--- config.mk ---
export PLATFORM = sky130hd
export DESIGN_NAME = mul_rr_sequencer
export DESIGN_NICKNAME = d
export VERILOG_FILES = /design/src/rtl/mul_seq_pkg.sv /design/src/rtl/mul_rr_arb2.sv /design/src/rtl/mul_rr_sequencer.sv
export SDC_FILE = /design/constraint.sdc
export NUM_CORES = 1
export LEC_CHECK = 0
export CAP_MARGIN = 20
export CORE_MARGIN = 2
export CORE_UTILIZATION = 44
export DETAILED_ROUTE_END_ITERATION = 6
export GPL_TIMING_DRIVEN = 1
export MAX_ROUTING_LAYER = met4
export PLACE_DENSITY = 0.85
export SLEW_MARGIN = 5
export SYNTH_ARGS = -nofsm -noshare
export SYNTH_HDL_FRONTEND = slang
export SYNTH_SLANG_ARGS = --single-unit
export TNS_END_PERCENT = 5
--- constraint.sdc ---
create_clock -name clk -period 2.7 [get_ports clk]
set_clock_uncertainty 0.1 [all_clocks]
set_input_delay 0.54 -clock clk [delete_from_list [all_inputs] [get_ports clk]]
set_output_delay 0.54 -clock clk [all_outputs]
set_load 0.01 [all_outputs]
--- src/rtl/mul_seq_pkg.sv ---
// Shared definitions for the two-requester repeated-addition multiplier sequencer.
package mul_seq_pkg;

    localparam int unsigned W_DEFAULT = 16;
    localparam int unsigned STATE_W   = 3;

    typedef enum logic [STATE_W-1:0] {
        S_IDLE   = 3'd0,
        S_LOAD_A = 3'd1,
        S_LOAD_B = 3'd2,
        S_RUN    = 3'd3,
        S_DONE   = 3'd4
    } state_t;

endpackage

--- src/rtl/mul_rr_arb2.sv ---
// Two-input round-robin arbiter: on a tie, grants the requester that was not served last.
module rr_arb2 (
    input  logic       clk,
    input  logic       rst,
    input  logic [1:0] req,
    input  logic       upd,
    input  logic       upd_id,
    output logic       gnt_c,
    output logic       any_c
);

    logic last;

    // Pointer starts at 1 so requester 0 wins the first tie.
    always_ff @(posedge clk) begin
        if (rst) begin
            last <= 1'b1;
        end else if (upd) begin
            last <= upd_id;
        end
    end

    always_comb begin
        any_c = |req;
        gnt_c = 1'b0;
        if (req[0] && req[1]) begin
            gnt_c = ~last;
        end else begin
            gnt_c = req[1];
        end
    end

endmodule

--- src/rtl/mul_rr_sequencer.sv ---
// Sequencer sharing one repeated-addition multiplier datapath between two round-robin requesters.
module mul_rr_sequencer
    import mul_seq_pkg::*;
#(
    parameter int unsigned W = W_DEFAULT
) (
    input  logic         clk,
    input  logic         rst,
    input  logic         req0,
    input  logic [W-1:0] a0,
    input  logic [W-1:0] b0,
    output logic         ack0,
    input  logic         req1,
    input  logic [W-1:0] a1,
    input  logic [W-1:0] b1,
    output logic         ack1,
    output logic [W-1:0] result,
    output logic         busy,
    output logic         gnt_id,
    output logic [W-1:0] dp_bus,
    output logic         ld_a,
    output logic         ld_b,
    output logic         ld_p,
    output logic         clr_p,
    output logic         dec_b,
    input  logic         eqz,
    input  logic [W-1:0] p_in
);

    state_t       state;
    state_t       state_nxt;
    logic [W-1:0] op_a;
    logic [W-1:0] op_b;
    logic         arb_gnt_c;
    logic         arb_any_c;
    logic         grant_c;
    logic         upd_c;

    rr_arb2 u_arb (
        .clk    (clk),
        .rst    (rst),
        .req    ({req1, req0}),
        .upd    (upd_c),
        .upd_id (gnt_id),
        .gnt_c  (arb_gnt_c),
        .any_c  (arb_any_c)
    );

    // State, operand latches (captured at grant) and result register.
    always_ff @(posedge clk) begin
        if (rst) begin
            state  <= S_IDLE;
            gnt_id <= 1'b0;
            op_a   <= '0;
            op_b   <= '0;
            result <= '0;
        end else begin
            state <= state_nxt;
            if (grant_c) begin
                gnt_id <= arb_gnt_c;
                op_a   <= arb_gnt_c ? a1 : a0;
                op_b   <= arb_gnt_c ? b1 : b0;
            end
            if (state == S_RUN && eqz) begin
                result <= p_in;
            end
        end
    end

    // Next state and datapath strobes decoded from the registered state.
    always_comb begin
        state_nxt = state;
        grant_c   = 1'b0;
        upd_c     = 1'b0;
        dp_bus    = '0;
        ld_a      = 1'b0;
        ld_b      = 1'b0;
        ld_p      = 1'b0;
        clr_p     = 1'b0;
        dec_b     = 1'b0;
        ack0      = 1'b0;
        ack1      = 1'b0;
        case (state)
            S_IDLE: begin
                if (arb_any_c) begin
                    grant_c   = 1'b1;
                    state_nxt = S_LOAD_A;
                end
            end
            S_LOAD_A: begin
                dp_bus    = op_a;
                ld_a      = 1'b1;
                state_nxt = S_LOAD_B;
            end
            S_LOAD_B: begin
                dp_bus    = op_b;
                ld_b      = 1'b1;
                clr_p     = 1'b1;
                state_nxt = S_RUN;
            end
            S_RUN: begin
                if (eqz) begin
                    state_nxt = S_DONE;
                end else begin
                    ld_p  = 1'b1;
                    dec_b = 1'b1;
                end
            end
            S_DONE: begin
                ack0      = ~gnt_id;
                ack1      = gnt_id;
                upd_c     = 1'b1;
                state_nxt = S_IDLE;
            end
            default: begin
                state_nxt = S_IDLE;
            end
        endcase
    end

    assign busy = (state != S_IDLE);

endmodule

==> qor.csv <==
stage,metric,value,unit
drt,Routed WL,7.518,mm
drt,Routed WL per cell,16.41,um
global_route,Total GRT Usage,22.23,%
drt,Initial DRC Count,80,
floorplan,DIE AREA,6726,sq um
drt,via count,2442,
power_and_ir_drop,Net Sw Frac,29.50,%
sta,Finish-stage setup viols,0,
global_route,largest net degree at the start of global routing,54,
cells_and_area,final core occ,67.79,%
sta,RSZ-0062 raised after global routing,no,
cells_and_area,fin area,3990,sq um
power_and_ir_drop,P_int,1.443,mW
power_and_ir_drop,LEAKAGE,1.449,nW
setup_path,CP endpoint kind,output pin,
yosys,Ys Warns,0,
setup_path,r2r setup slk,830,ps
cells_and_area,Filler cells,481,
power_and_ir_drop,part of the power in combinational logic,33.2,%
yosys,Synth area leaders,"dfxtp_1 40%, o22ai_2 13%, o221a_1 13%",
job,Max-Cap Viols,0,
floorplan,Die Y,82.01,um
clocking,clock transition at the registers of the reported paths,90,ps
global_route,grt ovf,0,
setup_path,crit path DAT,1970,ps
floorplan,Ports,126,
drt,vias per std cell,5.332,
sta,Worst Tran Pin Value,727.5,ps
cells_and_area,Syn-to-layout area delta,49.02,%
yosys,Mean Syn Cell Area,9.991,sq um
global_route,initial antenna violation count,0,
setup_path,Register-to-Register Path Depth,4,
clocking,clk_lat worst skew,300,ps
cells_and_area,multi-input combinational cell area,1284,sq um
yosys,syn_nets,353,
yosys,instance count of the mapped netlist,268,
yosys,Post-synth EDFFs,0,
floorplan,number of placement rows,28,
cells_and_area,sequential cell area,1062,sq um
clocking,CTS tree,done,
sta,hold slack,357.1,ps
clocking,setup bufs post-CTS,0,
sta,setup TNS,0,ps
yosys,"count leader, synth",dfxtp_1,
clocking,H-tree Lvls,2,
placement,Final HPWL DP,5.138,mm
setup_path,crit start category,input pin,
setup_path,Critical Path RT,2060,ps
setup_path,WS Path Type,in2out,
worst_hold_path,WHS Path Cells,2,
sta,Period minus WS final,2608,ps
power_and_ir_drop,PwrDens,513.1,nW/um^2
sta,Max-slew headroom,51.50,%
placement,PortBufs,125,
yosys,post-synthesis cell area,2678,sq um
placement,dpl cell area,3900,sq um
power_and_ir_drop,Worst VDD drop,0.3151,mV
cells_and_area,final layout net count,467,
clocking,CTS buffer count,5,
global_route,vias in the first global route,2387,
drt,Pre-antenna DRT Iters,4,
drt,DRC,0,
setup_path,worst r2r src,state[1],
sta,Final Max Tran Viols,0,
power_and_ir_drop,Clk pwr share,21.2,%
cells_and_area,layout cells sized above 1,14.88,%
yosys,top cell type's share of synthesized area,39.63,%
power_and_ir_drop,Pwr Total,2.047,mW
global_route,first-pass GRT wire length,11.30,mm
yosys,register area share after synthesis,39.63,%
setup_path,worst reg2reg path endpoint,op_b[11],
yosys,synth unique cells,30,
floorplan,initial core utilization,45.49,%
clocking,CTS Sinks,53,
worst_hold_path,WHS Endpoint,result[0],
worst_hold_path,Hold Path Class,reg2reg,
yosys,Commonest cells post-synth,"53 x dfxtp_1, 34 x inv_1, 34 x nand2_1",
setup_path,Critical Path Fanout Max,3,
sta,final period utilization,96.60,%
worst_hold_path,hold_sp,result[0],
sta,Hold Fails Final Rpt,0,
clocking,clk root buf,clkbuf_8,
yosys,Synth Flop Type,dfxtp_1,
clocking,clock buffer depth,2,
placement,GPL Wtd Cong,0.7666,
yosys,largest area contributor in the netlist,dfxtp_1,
status,status,"complete, no violations",
power_and_ir_drop,Reg power frac,45.7,%
floorplan,Die Width,82.01,um
yosys,post-synthesis register bit count,53,
floorplan,core outline area,5886,sq um
sta,fmax,383.4,MHz
cells_and_area,antenna fix cells,0,
power_and_ir_drop,switching power,603.9,uW
yosys,Synth async-reset ratio,0,%
drt,post-route ant nets,0,
==> state kept, by name (all words and copies together), names as in the netlist <==
signal      count
gnt_id          1
op_a           16
op_b           16
result         16
state           3
u_arb.last      1
==> placed cells by master, fill, tap and decap left out, types with 2 or more instances in the layout <==
master,n
o22ai_1,4
clkinv_2,2
buf_4,9
clkdlybuf4s50_1,124
inv_1,34
o221a_1,30
nor2_1,4
a21oi_1,17
dfxtp_1,52
nand2_1,34
o221a_2,2
o22ai_2,28
clkbuf_8,5
nand3_4,2
nor3b_2,2
nor3_1,3
a22o_1,16
==> power groups by stage <==
stage	Sequential (mW)	Clock [mW]	Combinational, mW
final	0.935	0.434	0.679
after global routing	0.946	0.469	0.732
after CTS	0.933	0.445	0.680
after detailed placement	0.950	0	0.676
after global placement	0.948	0	0.668
after floorplan	0.933	0	0.440
==> layout make-up <==
type / instances / share of cell area, %
repair buffers: 135 / 33.43
multi-input cells: 152 / 32.17
flip-flops and latches: 53 / 26.62
inverters: 35 / 3.355
well taps: 75 / 2.352
clock buffers: 6 / 1.819
clock inverters: 2 / 0.2509
==> routing by layer <==
layer,up-vias,wire (um),global-route usage (%)
met5,-,0,-
met4,0,143,7.500
met3,13,248,2.308
met2,64,3850,38.46
met1,1165,3276,26.98
li1,1200,-,-
==> worst max path at each step <==
stage,start,to,slack (ps),cells after the start
2_1_floorplan,eqz,ld_p,720,2
3_3_place_gp,eqz,dec_b,80,3
3_5_place_dp,eqz,dec_b,2,3
4_1_cts,eqz,dec_b,2,3
5_1_grt,eqz,ld_p,3,3
6_report,eqz,dec_b,90,3
==> cells by family after synthesis <==
logic type,after synthesis,synth area share (%)
compound gates,101,37.01
buf+inv,63,13.08
flops,53,39.63
simple gates,51,10.28
==> per-stage QoR <==
step	std cells	setup slack (ps)
after floorplan	268	719.0
after global placement	450	81.60
after detailed placement	450	1.745
after CTS	458	1.745
after global routing	458	3.016
final	458	91.84
==> critical path, cell delays in order <==
cell and delay (ps):
clkdlybuf4s50_1 440, nor4bb_2 380, clkdlybuf4s50_1 610
==> repair_timing <==
action,in CTS,in global routing
resized for setup,0,2
endpoints found under the setup margin,0,18
hold buffers,0,0
(Power assumes the default switching activity.)
